===== config.mk =====
export PLATFORM = sky130hd
export DESIGN_NAME = dom_shared_mul_gf2n_multi
export DESIGN_NICKNAME = d
export VERILOG_FILES = /design/src/rtl/dom_shared_mul_gf2n_multi.sv
export SDC_FILE = /design/constraint.sdc
export NUM_CORES = 1
export LEC_CHECK = 0
export BUFFER_PORTS_ARGS = -buffer_cell sky130_fd_sc_hd__clkbuf_2
export CORE_AREA = 4 4 108 110
export CTS_CLUSTER_DIAMETER = 100
export DETAILED_ROUTE_END_ITERATION = 10
export DIE_AREA = 0 0 112 114
export PLACE_DENSITY = 0.62
export SLEW_MARGIN = 20
export SYNTH_ARGS = -nofsm -noshare
export SYNTH_HDL_FRONTEND = slang
export SYNTH_SLANG_ARGS = --single-unit
export TNS_END_PERCENT = 10

===== constraint.sdc =====
create_clock -name ClkxCI -period 2.6 [get_ports ClkxCI]
set_clock_uncertainty 0.2 [all_clocks]
set_input_delay 0.39 -clock ClkxCI [delete_from_list [all_inputs] [get_ports ClkxCI]]
set_output_delay 0.39 -clock ClkxCI [all_outputs]
set_load 0.01 [all_outputs]

===== src/rtl/dom_shared_mul_gf2n_multi.sv =====
// rtl/dom_shared_mul_gf2n_multi.sv - pipelined DOM-indep shared GF(2^N) multiplier, NCH channels sharing one Y
//
// Purpose:
//   Q_c = X_c * Y over GF(2^N) on SHARES-way Boolean-masked operands.
//   Every cross-domain term X[i]*Y[j] is masked with fresh Z before it is
//   registered. Share outputs only XOR registered terms.
//
// Parameters:
//   N          field width (reduction polynomial picked in gf2_mul)
//   SHARES     number of shares (>=2); NPAIR = SHARES*(SHARES-1)/2
//   NCH        number of X channels multiplied by the common Y
//   PIPELINED  1: input register stage, latency 2; 0: latency 1
//
// Ports:
//   ClkxCI       clock, rising edge
//   RstxBI       asynchronous active-low reset
//   InValidxSI   X/Y valid this cycle (Z one cycle later when PIPELINED=1)
//   _XxDI        [(c*SHARES+i)*N +: N] = channel c, share i
//   _YxDI        [i*N +: N] = share i of Y
//   _ZxDI        [(c*NPAIR+p)*N +: N], p enumerates pairs i<j lexicographically
//   _QxDO        packed like _XxDI
//   OutValidxSO  _QxDO holds a fresh result
//
// Configuration:
//   DOM_MUL_CLEAR_ON_IDLE_EN  when defined, idle stage registers load zero
//                             instead of holding, so _QxDO reads 0 when idle.

module gf2_mul #(
  parameter int N = 4
) (
  input  logic [N-1:0] AxDI,
  input  logic [N-1:0] BxDI,
  output logic [N-1:0] QxDO
);
  // Low-order bits of the irreducible reduction polynomial x^N + POLY.
  function automatic int redPoly(int w);
    case (w)
      5:       return 'h05;   // x^5+x^2+1
      8:       return 'h1B;   // x^8+x^4+x^3+x+1
      default: return 'h03;   // x^N+x+1 (irreducible for N = 2,3,4,6,7)
    endcase
  endfunction

  localparam logic [N-1:0] POLY = N'(redPoly(N));

  logic [N-1:0] acc;
  logic [N-1:0] sh;

  // Shift-and-add with reduction folded into each doubling of A.
  always_comb begin
    acc = '0;
    sh  = AxDI;
    for (int k = 0; k < N; k++) begin
      if (BxDI[k]) acc = acc ^ sh;
      sh = {sh[N-2:0], 1'b0} ^ (sh[N-1] ? POLY : '0);
    end
    QxDO = acc;
  end
endmodule

module dom_shared_mul_gf2n_multi #(
  parameter int N         = 4,
  parameter int SHARES    = 2,
  parameter int NCH       = 2,
  parameter int PIPELINED = 1
) (
  input  logic                                          ClkxCI,
  input  logic                                          RstxBI,
  input  logic                                          InValidxSI,
  input  logic [NCH*SHARES*N-1:0]                       _XxDI,
  input  logic [SHARES*N-1:0]                           _YxDI,
  input  logic [NCH*(SHARES*(SHARES-1)/2)*N-1:0]        _ZxDI,
  output logic [NCH*SHARES*N-1:0]                       _QxDO,
  output logic                                          OutValidxSO
);
  localparam int NPAIR = SHARES * (SHARES - 1) / 2;

  // Lexicographic index of pair (a,b), a<b.
  function automatic int pairIdx(int a, int b);
    return a * SHARES - (a * (a + 1)) / 2 + (b - a - 1);
  endfunction

  logic [NCH*SHARES*N-1:0]        xS;
  logic [SHARES*N-1:0]            yS;
  logic                           vS;
  logic [NCH*SHARES*SHARES*N-1:0] termFlat;

  generate
    if (PIPELINED != 0) begin : gStage1
      logic [NCH*SHARES*N-1:0] xReg;
      logic [SHARES*N-1:0]     yReg;
      logic                    vReg;

      always_ff @(posedge ClkxCI or negedge RstxBI) begin
        if (!RstxBI) begin
          xReg <= '0;
          yReg <= '0;
          vReg <= 1'b0;
        end else begin
          vReg <= InValidxSI;
          if (InValidxSI) begin
            xReg <= _XxDI;
            yReg <= _YxDI;
          end
`ifdef DOM_MUL_CLEAR_ON_IDLE_EN
          else begin
            xReg <= '0;
            yReg <= '0;
          end
`endif
        end
      end

      assign xS = xReg;
      assign yS = yReg;
      assign vS = vReg;
    end else begin : gNoStage1
      assign xS = _XxDI;
      assign yS = _YxDI;
      assign vS = InValidxSI;
    end
  endgenerate

  // One register per (channel, share i, share j) domain term.
  genvar c, i, j;
  generate
    for (c = 0; c < NCH; c++) begin : gCh
      for (i = 0; i < SHARES; i++) begin : gI
        for (j = 0; j < SHARES; j++) begin : gJ
          logic [N-1:0] prod;
          logic [N-1:0] masked;
          logic [N-1:0] termQ;

          gf2_mul #(.N(N)) uMul (
            .AxDI(xS[(c*SHARES+i)*N +: N]),
            .BxDI(yS[j*N +: N]),
            .QxDO(prod)
          );

          if (i == j) begin : gInner
            assign masked = prod;
          end else begin : gCross
            // (i,j) and (j,i) share the same Z so the masks cancel on recombination.
            localparam int P = pairIdx((i < j) ? i : j, (i < j) ? j : i);
            assign masked = prod ^ _ZxDI[(c*NPAIR+P)*N +: N];
          end

          always_ff @(posedge ClkxCI or negedge RstxBI) begin
            if (!RstxBI) termQ <= '0;
            else if (vS) termQ <= masked;
`ifdef DOM_MUL_CLEAR_ON_IDLE_EN
            else         termQ <= '0;
`endif
          end

          assign termFlat[((c*SHARES+i)*SHARES+j)*N +: N] = termQ;
        end
      end
    end
  endgenerate

  always_ff @(posedge ClkxCI or negedge RstxBI) begin
    if (!RstxBI) OutValidxSO <= 1'b0;
    else         OutValidxSO <= vS;
  end

  // Output shares combine registered terms of the same share index only.
  always_comb begin
    _QxDO = '0;
    for (int cc = 0; cc < NCH; cc++)
      for (int ii = 0; ii < SHARES; ii++)
        for (int jj = 0; jj < SHARES; jj++)
          _QxDO[(cc*SHARES+ii)*N +: N] = _QxDO[(cc*SHARES+ii)*N +: N]
                                        ^ termFlat[((cc*SHARES+ii)*SHARES+jj)*N +: N];
  end
endmodule


==> results of run 1 <==
-- timing repair --
action,in CTS,in global routing
setup endpoints to repair,0,0
hold endpoints to repair,58,0
hold buffers,1,0
-- final timing paths --
kind                                        startpoint                          end  slack (ps)  depth (start not counted)
max in group asynchronous                       RstxBI              gStage1.xReg[4]        1560                          3
hold reg to reg            gCh[0].gI[0].gJ[1].termQ[3]  gCh[0].gI[0].gJ[1].termQ[3]         320                          1
setup / recovery                       gStage1.yReg[0]  gCh[0].gI[1].gJ[0].termQ[1]         460                          5
setup reg to reg                       gStage1.yReg[0]  gCh[0].gI[1].gJ[0].termQ[1]         460                          5
min in group asynchronous                       RstxBI  gCh[1].gI[0].gJ[1].termQ[0]         390                          3
hold / removal                               _XxDI[14]             gStage1.xReg[14]          40                          3
-- report_power, final --
part / switching [mW] / leakage, nW / internal (mW) / total (mW)
clock: 0.370 / 0.116 / 0.558 / 0.929
sequential: 0.276 / 0.672 / 1.13 / 1.41
combinational: 0.724 / 1.23 / 0.774 / 1.50
total: 1.37 / 2.02 / 2.46 / 3.83
-- layer usage --
layer  routed length (um)  vias up  global-route usage  part of all wire
met4                  177        0              0.0681             0.019
met2                 4210       74               0.231              0.44
li1                     -     1611                   -                 -
met1                 4680     1534               0.220              0.49
met5                    0        -                   0                 0
met3                  402       11              0.0281             0.042
-- critical path, delay by kind of cell, from the launching register on --
| family | cells | cell delay, ps |
|---|---|---|
| and+or+nand+nor | 1 | 270 |
| muxes | 1 | 250 |
| DFF | 1 | 860 |
| xor gates and xnor gates | 2 | 250 |
| AOI/OAI and AO/OA | 1 | 200 |
-- final cells by class --
class                           count  area [um2]
Fill cell                        1030        5860
Multi-Input combinational cell    370        2640
Sequential cell                    58        1450
Timing Repair Buffer               60         338
Tap cell                          140         175
Clock buffer                       10         138
Clock inverter                      6        80.1
Inverter                            6        22.5
-- placed cells by master (no fill, tap or decap), types with 8 or more instances in the layout --
cell / Yosys / final
a21oi_1: 20 / 20
a22oi_1: 8 / 8
clkbuf_2: 1 / 51
clkbuf_8: 0 / 10
dfrtp_1: 58 / 58
mux2_2: 34 / 34
nand2_1: 101 / 101
nor2_1: 23 / 23
o21ai_0: 10 / 10
xnor2_1: 87 / 87
xor2_1: 29 / 29
-- registers in the layout (all words and copies together), names as in the netlist --
register         count
gCh.gI.gJ.termQ     32
gStage1.xReg        16
gStage1.vReg         1
gStage1.yReg         8
OutValidxSO          1
-- cell families after synthesis --
| kind of cell | synth area share |
|---|---|
| and+or+nand+nor | 0.151 |
| xor gates and xnor gates | 0.246 |
| DFF | 0.335 |
| AOI/OAI and AO/OA | 0.0958 |
| buffers and inverters | 0.0571 |
| muxes | 0.116 |
==> impl_metrics.toml, run 1 <==
[floorplan]
die_x_um = 112
start_util = 0.405
die_area_um2 = 12800
row_count = 38
core_um2 = 10700
ios = 52
die_y_um = 114

[clock_tree]
clk_pin_slew_ps = 70
numCtsBuffers = 9
cts_max_level = 3
clk_path_buf_depth = 2
cts-root-buf = "clkbuf_8"
clk_latency_ps = 350
clock-sinks = 58
cts_tree = "yes"
ctsResizeCount = 0
postCtsSetupRepairBufs = 0

[final_layout]
final_util = 0.453
fin_area_um2 = 4840
final_cells = 650
antennaDiodeCount = 0
drive_above_1_share = 0.245
syn_to_final_growth_pct = 11.7
fin_nets = 540

[flow_run]
maxCapViolCount = 0

[yosys]
synth_top_cell_by_area = "dfrtp_1"
yosysTopAreaCellShare = 0.335
synthCells = 475
synth_top_cells_by_count = "nand2_1 (101), xnor2_1 (87), dfrtp_1 (58)"
synth_ff_type = "dfrtp_1"
ys_types = 44
ys_warn_count = 0
synth_enable_flop_cells = 0
syn_nets = 510
yosysMostFrequentCell = "nand2_1"
synth.yosys.seq_area_share = 0.335
syn_avg_cell_area_um2 = 9.13
ys_seq_elements = 58
synth_area_um2 = 4340
synthTopCellsByArea = "dfrtp_1 (33%), xnor2_1 (18%), mux2_2 (8.8%)"
async_reset_ff_frac = 1.00

[timing]
hold_violations = 0
period_share = 0.823
timing.hold.ws_ps = 38.7
layout_setup_ws_ps = 461
fmax_mhz = 468
fin_tns_setup_ps = 0
min_period_ps = 2140
worst_slew_pin_slew_ps = 795
slew_headroom = 0.470
maxSlewViolCount = 0
finalSetupViolCount = 0
rsz0062_at_grt = "false"

[detailed_routing]
drc = 0
antenna_left = 0
wirelength_um = 9470
vias = 3230
drt_iter0_markers = 128
vias_per_cell = 4.97
wl_per_cell_um = 14.6
dr.pass1.iters = 4

[placement]
dp_cells = 633
io_buffers = 51
place_area_um2 = 4610
place_hpwl_um = 6850
place_congestion = 0.863
place_ws_ps = 461

[setup_path]
cp_slowest_stage_delay_ps = 860
worst_setup_path_end_kind = "flip-flop"
path_class = "flip-flop to flip-flop"
cp_common_cell = "xnor2_1"
path_cells = "and4bb_1, a221oi_2, xnor2_1, xnor2_1, mux2_2"
cp.required_ps = 2640
crit_fanout = 22
arrival_ps = 2180
startpoint_type = "flip-flop"
cp_slowest_cell = "dfrtp_1"

[grt]
grt_start_max_net_pins = 59
grt_use_total = 0.155
first_global_vias = 3132
antenna_found_initial = 0
grt_pass1_wl_um = 15700
grt.overflow.total = 0

[status]
status = "completed"

[power_and_ir_drop]
ir_drop_v = 0.000272
p_per_area_nw_per_um2 = 792
p_total_mw = 3.83
p_leak_nw = 2.02

[worst_hold_path]
hold_path.class = "input pin to flip-flop"
Note: power is estimated with default switching activity, not from simulation.
==> inputs of run 2 (changes only) <==
==> constraint.sdc (replaced) <==
create_clock -name ClkxCI -period 2.07 [get_ports ClkxCI]
set_clock_uncertainty 0.2 [all_clocks]
set_input_delay 0.3105 -clock ClkxCI [delete_from_list [all_inputs] [get_ports ClkxCI]]
set_output_delay 0.3105 -clock ClkxCI [all_outputs]
set_load 0.01 [all_outputs]
==> run 2 against run 1 <==
Against the previous run: non-clock buffer count is 38 higher; die area stayed put; final area is 7.2% higher; combinational power is 36% higher; register-to-register slack worse by 350 ps; sequential cell count stayed put; sequential share of layout area is 2.0 points lower; fmax is 8.9% higher; clock power is 24% higher; cell count is 5.8% higher; critical path depth stayed put; critical endpoint is now gCh[1].gI[1].gJ[0].termQ[1].
==> impl_metrics.toml, run 2 (synthesized netlist as in run 1, its figures left out) <==
[status]
status = "completed"

[final_layout]
reg_top3 = "gCh.gI.gJ.termQ: 32 flops, gStage1.xReg: 16 flops, gStage1.yReg: 8 flops"
top_register = "gCh.gI.gJ.termQ"
fin_area_um2 = 5190
syn_to_final_growth_pct = 19.7
final_common_cell = "nand2_1"
largest_register_ffs = 32
fin_nets = 578
layout_common_cells = "nand2_1 (101), xnor2_1 (87), dfrtp_1 (58), clkbuf_2 (51), mux2_2 (34)"
final_cells = 688
drive_above_1_share = 0.259
antennaDiodeCount = 0
fillCellCount = 1033

[power_and_ir_drop]
ir_drop_v = 0.000362
p_per_area_nw_per_um2 = 944
p_leak_nw = 2.20

[floorplan]
start_util = 0.405
die_y_um = 114
die_area_um2 = 12800
row_count = 38
core_um2 = 10700
ios = 52
die_x_um = 112

[timing]
worst_slew_pin_slew_ps = 698
finalSetupViolCount = 0
slew_headroom = 0.535
min_period_ps = 1960
fin_tns_setup_ps = 0
hold_violations = 0
fmax_mhz = 509
layout_setup_ws_ps = 107
period_share = 0.948
rsz0062_at_grt = "false"
maxSlewViolCount = 0

[worst_hold_path]
hold_path.class = "input pin to flip-flop"
min_from = "_XxDI[2]"

[clock_tree]
clk_latency_ps = 340
cts_tree = "yes"
cts_max_level = 3
clk_pin_slew_ps = 70
clock-sinks = 58
clk_path_buf_depth = 2
cts-root-buf = "clkbuf_8"
numCtsBuffers = 9
ctsResizeCount = 0

[setup_path]
startpoint_type = "flip-flop"
path_class = "flip-flop to flip-flop"
cp_slowest_cell = "dfrtp_1"
cp-startpoint = "gStage1.xReg[13]"
arrival_ps = 1970
worst_setup_path_end_kind = "flip-flop"
path_cells = "mux2i_1, o221ai_1, xnor2_1, xnor2_1, a21oi_1"
cp_slowest_stage_delay_ps = 640
regToRegStartpoint = "gStage1.xReg[13]"
cp.required_ps = 2080
cp_common_cell = "xnor2_1"
crit_fanout = 13

[detailed_routing]
route.met3.wl_um = 417
vias = 3366
highest_layer = "met4"
wl_met2_um = 4660
drc = 0
antenna_left = 0
vias_per_cell = 4.89
met1Wirelength_um = 4800
dr.pass1.iters = 5
drt_iter0_markers = 164
wirelength_um = 9990
wl_per_cell_um = 14.5

[grt]
antenna_found_initial = 0
first_global_vias = 3379
grt_pass1_wl_um = 16800
grt_start_max_net_pins = 59
grt_use_total = 0.164
grt.overflow.total = 0

[flow_run]
maxCapViolCount = 0

[placement]
place_area_um2 = 4750
place_congestion = 0.868
dp_cells = 650
place_ws_ps = 172
io_buffers = 51
place_hpwl_um = 7310
## run 2: changes by cell type in the layout (fill, tap and decap cells not counted), sizes merged
cell,before,now
dlygate4sd3,1,22
buf,8,25
## run 2: layout make-up
cell class                 instances  area (um2)  area share
clock inverter                     6        80.1      0.0154
sequential                        58        1450       0.280
tap                              140         175      0.0337
timing repair buffer              98         688       0.133
clock buffer                      10         138      0.0265
multi-input combinational        370        2640       0.508
inverter                           6        22.5     0.00434
## run 2: per-stage QoR
stage | total power, mW | hold WS [ps] | util
2_1_floorplan | 3.13 | -185 | -
3_3_place_gp | 3.71 | 148 | 0.444
3_5_place_dp | 3.76 | 147 | 0.444
4_1_cts | 4.97 | 8.76 | 0.485
5_1_grt | 5.26 | 9.17 | 0.485
6_report | 4.90 | 16.6 | 0.485
## run 2: power by group
part	total [mW]	internal, mW	switching, mW
sequential	1.70	1.42	0.283
clock	1.15	0.701	0.454
combinational	2.04	1.04	1.00
## run 2: worst paths after layout
| kind | endpoint | slack, ps | cells past startpoint |
|---|---|---|---|
| max reg2reg | gCh[1].gI[1].gJ[0].termQ[1] | 110 | 5 |
| min reg2reg | gCh[0].gI[1].gJ[0].termQ[0] | 330 | 1 |
| min | gStage1.xReg[2] | 20 | 2 |
| max | gCh[1].gI[1].gJ[0].termQ[1] | 110 | 5 |
| max in group asynchronous | gStage1.xReg[9] | 1100 | 3 |
| min in group asynchronous | gStage1.xReg[8] | 310 | 3 |
## run 2: worst max-delay path, delay by kind of cell, from the launching register on
| family | cells | cell delay (ps) |
|---|---|---|
| xor gates and xnor gates | 2 | 470 |
| DFF | 1 | 640 |
| AOI/OAI and AO/OA | 2 | 280 |
| muxes | 1 | 240 |
## run 2: what timing repair did
action | 4_1_cts | 5_1_grt
buffers inserted | 0 | 0
hold buffers | 22 | 0
endpoints found under the hold margin | 79 | 0
## run 2: routing by layer
metal | vias up | GRT usage
li1 | 1680 | -
met1 | 1601 | 0.223
met2 | 77 | 0.269
met3 | 8 | 0.0371
met4 | 0 | 0.0385
met5 | - | 0
==> inputs of run 3 (changes only) <==
--- a/config.mk
+++ b/config.mk
@@ -6,13 +6,14 @@
 export NUM_CORES = 1
 export LEC_CHECK = 0
 export BUFFER_PORTS_ARGS = -buffer_cell sky130_fd_sc_hd__clkbuf_2
-export CORE_AREA = 4 4 108 110
+export CORE_AREA = 4 4 111 113
 export CTS_CLUSTER_DIAMETER = 100
 export DETAILED_ROUTE_END_ITERATION = 10
-export DIE_AREA = 0 0 112 114
-export PLACE_DENSITY = 0.62
+export DIE_AREA = 0 0 115 117
+export PLACE_DENSITY = 0.61
 export SLEW_MARGIN = 20
 export SYNTH_ARGS = -nofsm -noshare
 export SYNTH_HDL_FRONTEND = slang
+export SYNTH_HIERARCHICAL = 1
 export SYNTH_SLANG_ARGS = --single-unit
 export TNS_END_PERCENT = 10
==> run 3 against run 2 <==
Against the previous run: synthesized area rose by 4.3%; critical path type unchanged; via count increased by 1.1%; first-iteration DRC count is 16% lower; final area increased by 4.5%; sequential power up 3%; count of clock-buffer cells in the layout up 3; non-clock buffer count fell by 5; register-to-register slack got worse by 20 ps; power up 7.6%.
==> impl_metrics.toml, run 3 <==
[final_layout]
fin_nets = 565
reg_top3 = "gCh.gI.gJ.termQ: 32 flops, gStage1.xReg: 16 flops, gStage1.yReg: 8 flops"
final_util = 0.479
drive_above_1_share = 0.359
final_cells = 678
fillCellCount = 1071
fin_area_um2 = 5430
layout_common_cells = "xor2_1 (64), nand2_1 (64), xnor2_1 (56), mux2_2 (52), clkbuf_2 (51)"
largest_register_ffs = 32
syn_to_final_growth_pct = 20.0
top_register = "gCh.gI.gJ.termQ"
antennaDiodeCount = 0

[clock_tree]
cts-root-buf = "clkbuf_16"
numCtsBuffers = 9
cts_tree = "yes"
clk_latency_ps = 330
cts_max_level = 3
clk_pin_slew_ps = 50
postCtsSetupRepairBufs = 0
clock-sinks = 58
clk_path_buf_depth = 2

[yosys]
synth_area_um2 = 4520
synthCells = 450
ys_types = 17
async_reset_ff_frac = 1.00
synth_top_cell_by_area = "dfrtp_1"
ys_warn_count = 6
syn_nets = 485
ys_seq_elements = 58
synth_top_cells_by_count = "nand2_1 (64), xor2_1 (64), dfrtp_1 (58)"
syn_avg_cell_area_um2 = 10.1
synthTopCellsByArea = "dfrtp_1 (32%), mux2_2 (13%), xor2_1 (12%)"
synth.yosys.seq_area_share = 0.321
synth_enable_flop_cells = 0
synth_ff_type = "dfrtp_1"
yosysTopAreaCellShare = 0.321

[power_and_ir_drop]
p_total_mw = 5.27
power_frac_seq = 0.332
p_per_area_nw_per_um2 = 972
pwr-share-clk = 0.255
combPwrFrac = 0.413
p_int_mw = 3.44
p_switching_mw = 1.84
p_leak_nw = 2.30
p_sw_frac = 0.348
ir_drop_v = 0.000395

[detailed_routing]
drc = 0
vias_per_cell = 5.02
wirelength_um = 10200
antenna_left = 0
drt_iter0_markers = 138
wl_per_cell_um = 15.1
dr.pass1.iters = 4
vias = 3403

[placement]
place_congestion = 0.808
place_area_um2 = 5100
dp_cells = 657
io_buffers = 51
place_hpwl_um = 7360
place_ws_ps = 26.1

[setup_path]
crit_fanout = 9
regToRegStartpoint = "gStage1.xReg[0]"
r2r_end = "gCh[0].gI[0].gJ[1].termQ[1]"
arrival_ps = 1980
path_class = "flip-flop to flip-flop"
r2r_cells = 6
startpoint_type = "flip-flop"
cp.required_ps = 2070
r2r_slack_ps = 80
worst_setup_path_end_kind = "flip-flop"

[timing]
slew_headroom = 0.709
min_period_ps = 1990
hold_violations = 0
layout_setup_ws_ps = 82.2
timing.hold.ws_ps = 10.3
period_share = 0.960
fin_tns_setup_ps = 0
finalSetupViolCount = 0
maxSlewViolCount = 0
worst_slew_pin_slew_ps = 437
fmax_mhz = 503
rsz0062_at_grt = "false"

[worst_hold_path]
holdPathStages = 2
holdPathEnd = "gStage1.yReg[4]"
hold_path.class = "input pin to flip-flop"
min_from = "_YxDI[4]"

[floorplan]
row_count = 39
die_area_um2 = 13500
die_y_um = 117
ios = 52
start_util = 0.400
die_x_um = 115
core_um2 = 11300

[status]
status = "completed"

[grt]
grt_pass1_wl_um = 17000
grt.overflow.total = 0
antenna_found_initial = 0
first_global_vias = 3463
grt_use_total = 0.162
grt_start_max_net_pins = 59

[flow_run]
maxCapViolCount = 0
[run 3: cell types whose count changed after synthesis, sizes merged, moves of 5 or more]
cell | previous run | this run
nor2b | 5 | 0
nand2b | 7 | 16
nand2 | 101 | 64
nor2 | 23 | 16
nor3b | 2 | 8
xnor2 | 87 | 56
mux2 | 39 | 72
mux2i | 5 | 0
o21ai | 11 | 24
inv | 5 | 0
clkbuf | 11 | 0
a22oi | 8 | 24
buf | 30 | 24
xor2 | 32 | 64
[run 3: cell type report]
cell class	instances	area, um2	share of cell area
timing repair buffer	93	671	0.124
multi-input combinational	368	2850	0.525
clock buffer	13	250	0.0461
clock inverter	3	15.0	0.00277
sequential	58	1470	0.270
tap	143	179	0.0330
[run 3: cell families (layout without fill, tap and decap cells)]
family / Yosys count / after routing / synth area share
AOI/OAI and AO/OA: 72 / 72 / 0.0996
xor gates and xnor gates: 120 / 120 / 0.232
buffers and inverters: 24 / 109 / 0.0495
DFF: 58 / 58 / 0.321
muxes: 72 / 72 / 0.196
and+or+nand+nor: 104 / 104 / 0.102
[run 3: timing repair]
action | 4_1_cts | 5_1_grt
gates resized for setup | 0 | 11
hold buffers | 5 | 0
setup endpoints to repair | 0 | 16
endpoints found under the hold margin | 62 | 0
[run 3: power by group through the flow]
stage | Clock [mW] | Sequential (mW) | Combinational [mW]
floorplan | 0 | 1.70 | 1.56
global placement | 0 | 1.76 | 2.15
detailed placement | 0 | 1.77 | 2.19
CTS | 1.38 | 1.75 | 2.21
global route | 1.44 | 1.80 | 2.41
finish | 1.35 | 1.75 | 2.18
[run 3: how the worst max path moves through the flow]
stage / startpoint / to / slack [ps]
after floorplan: gStage1.yReg[6] / gCh[0].gI[0].gJ[1].termQ[1] / 250
after global placement: gStage1.xReg[6] / gCh[0].gI[1].gJ[0].termQ[2] / 70
after detailed placement: gStage1.xReg[6] / gCh[0].gI[1].gJ[0].termQ[2] / 30
after CTS: gStage1.xReg[6] / gCh[0].gI[1].gJ[0].termQ[2] / 30
after global routing: gStage1.xReg[0] / gCh[0].gI[0].gJ[1].termQ[1] / 8
final: gStage1.xReg[0] / gCh[0].gI[0].gJ[1].termQ[1] / 80
[run 3: worst max-delay path: stages (launching register included)]
cell,delay (ps)
dfrtp_1,520
xor2_1,220
mux2_2,300
a21oi_2,150
xor2_1,180
xnor2_1,180
a21oi_1,100
[run 3: metal layers]
metal | vias to the layer above | routed length (um) | part of all wire | track usage
met5 | - | 0 | 0 | 0
met1 | 1659 | 4460 | 0.44 | 0.195
met2 | 42 | 5210 | 0.51 | 0.282
li1 | 1687 | - | - | -
met3 | 15 | 315 | 0.031 | 0.0278
met4 | 0 | 226 | 0.022 | 0.0767
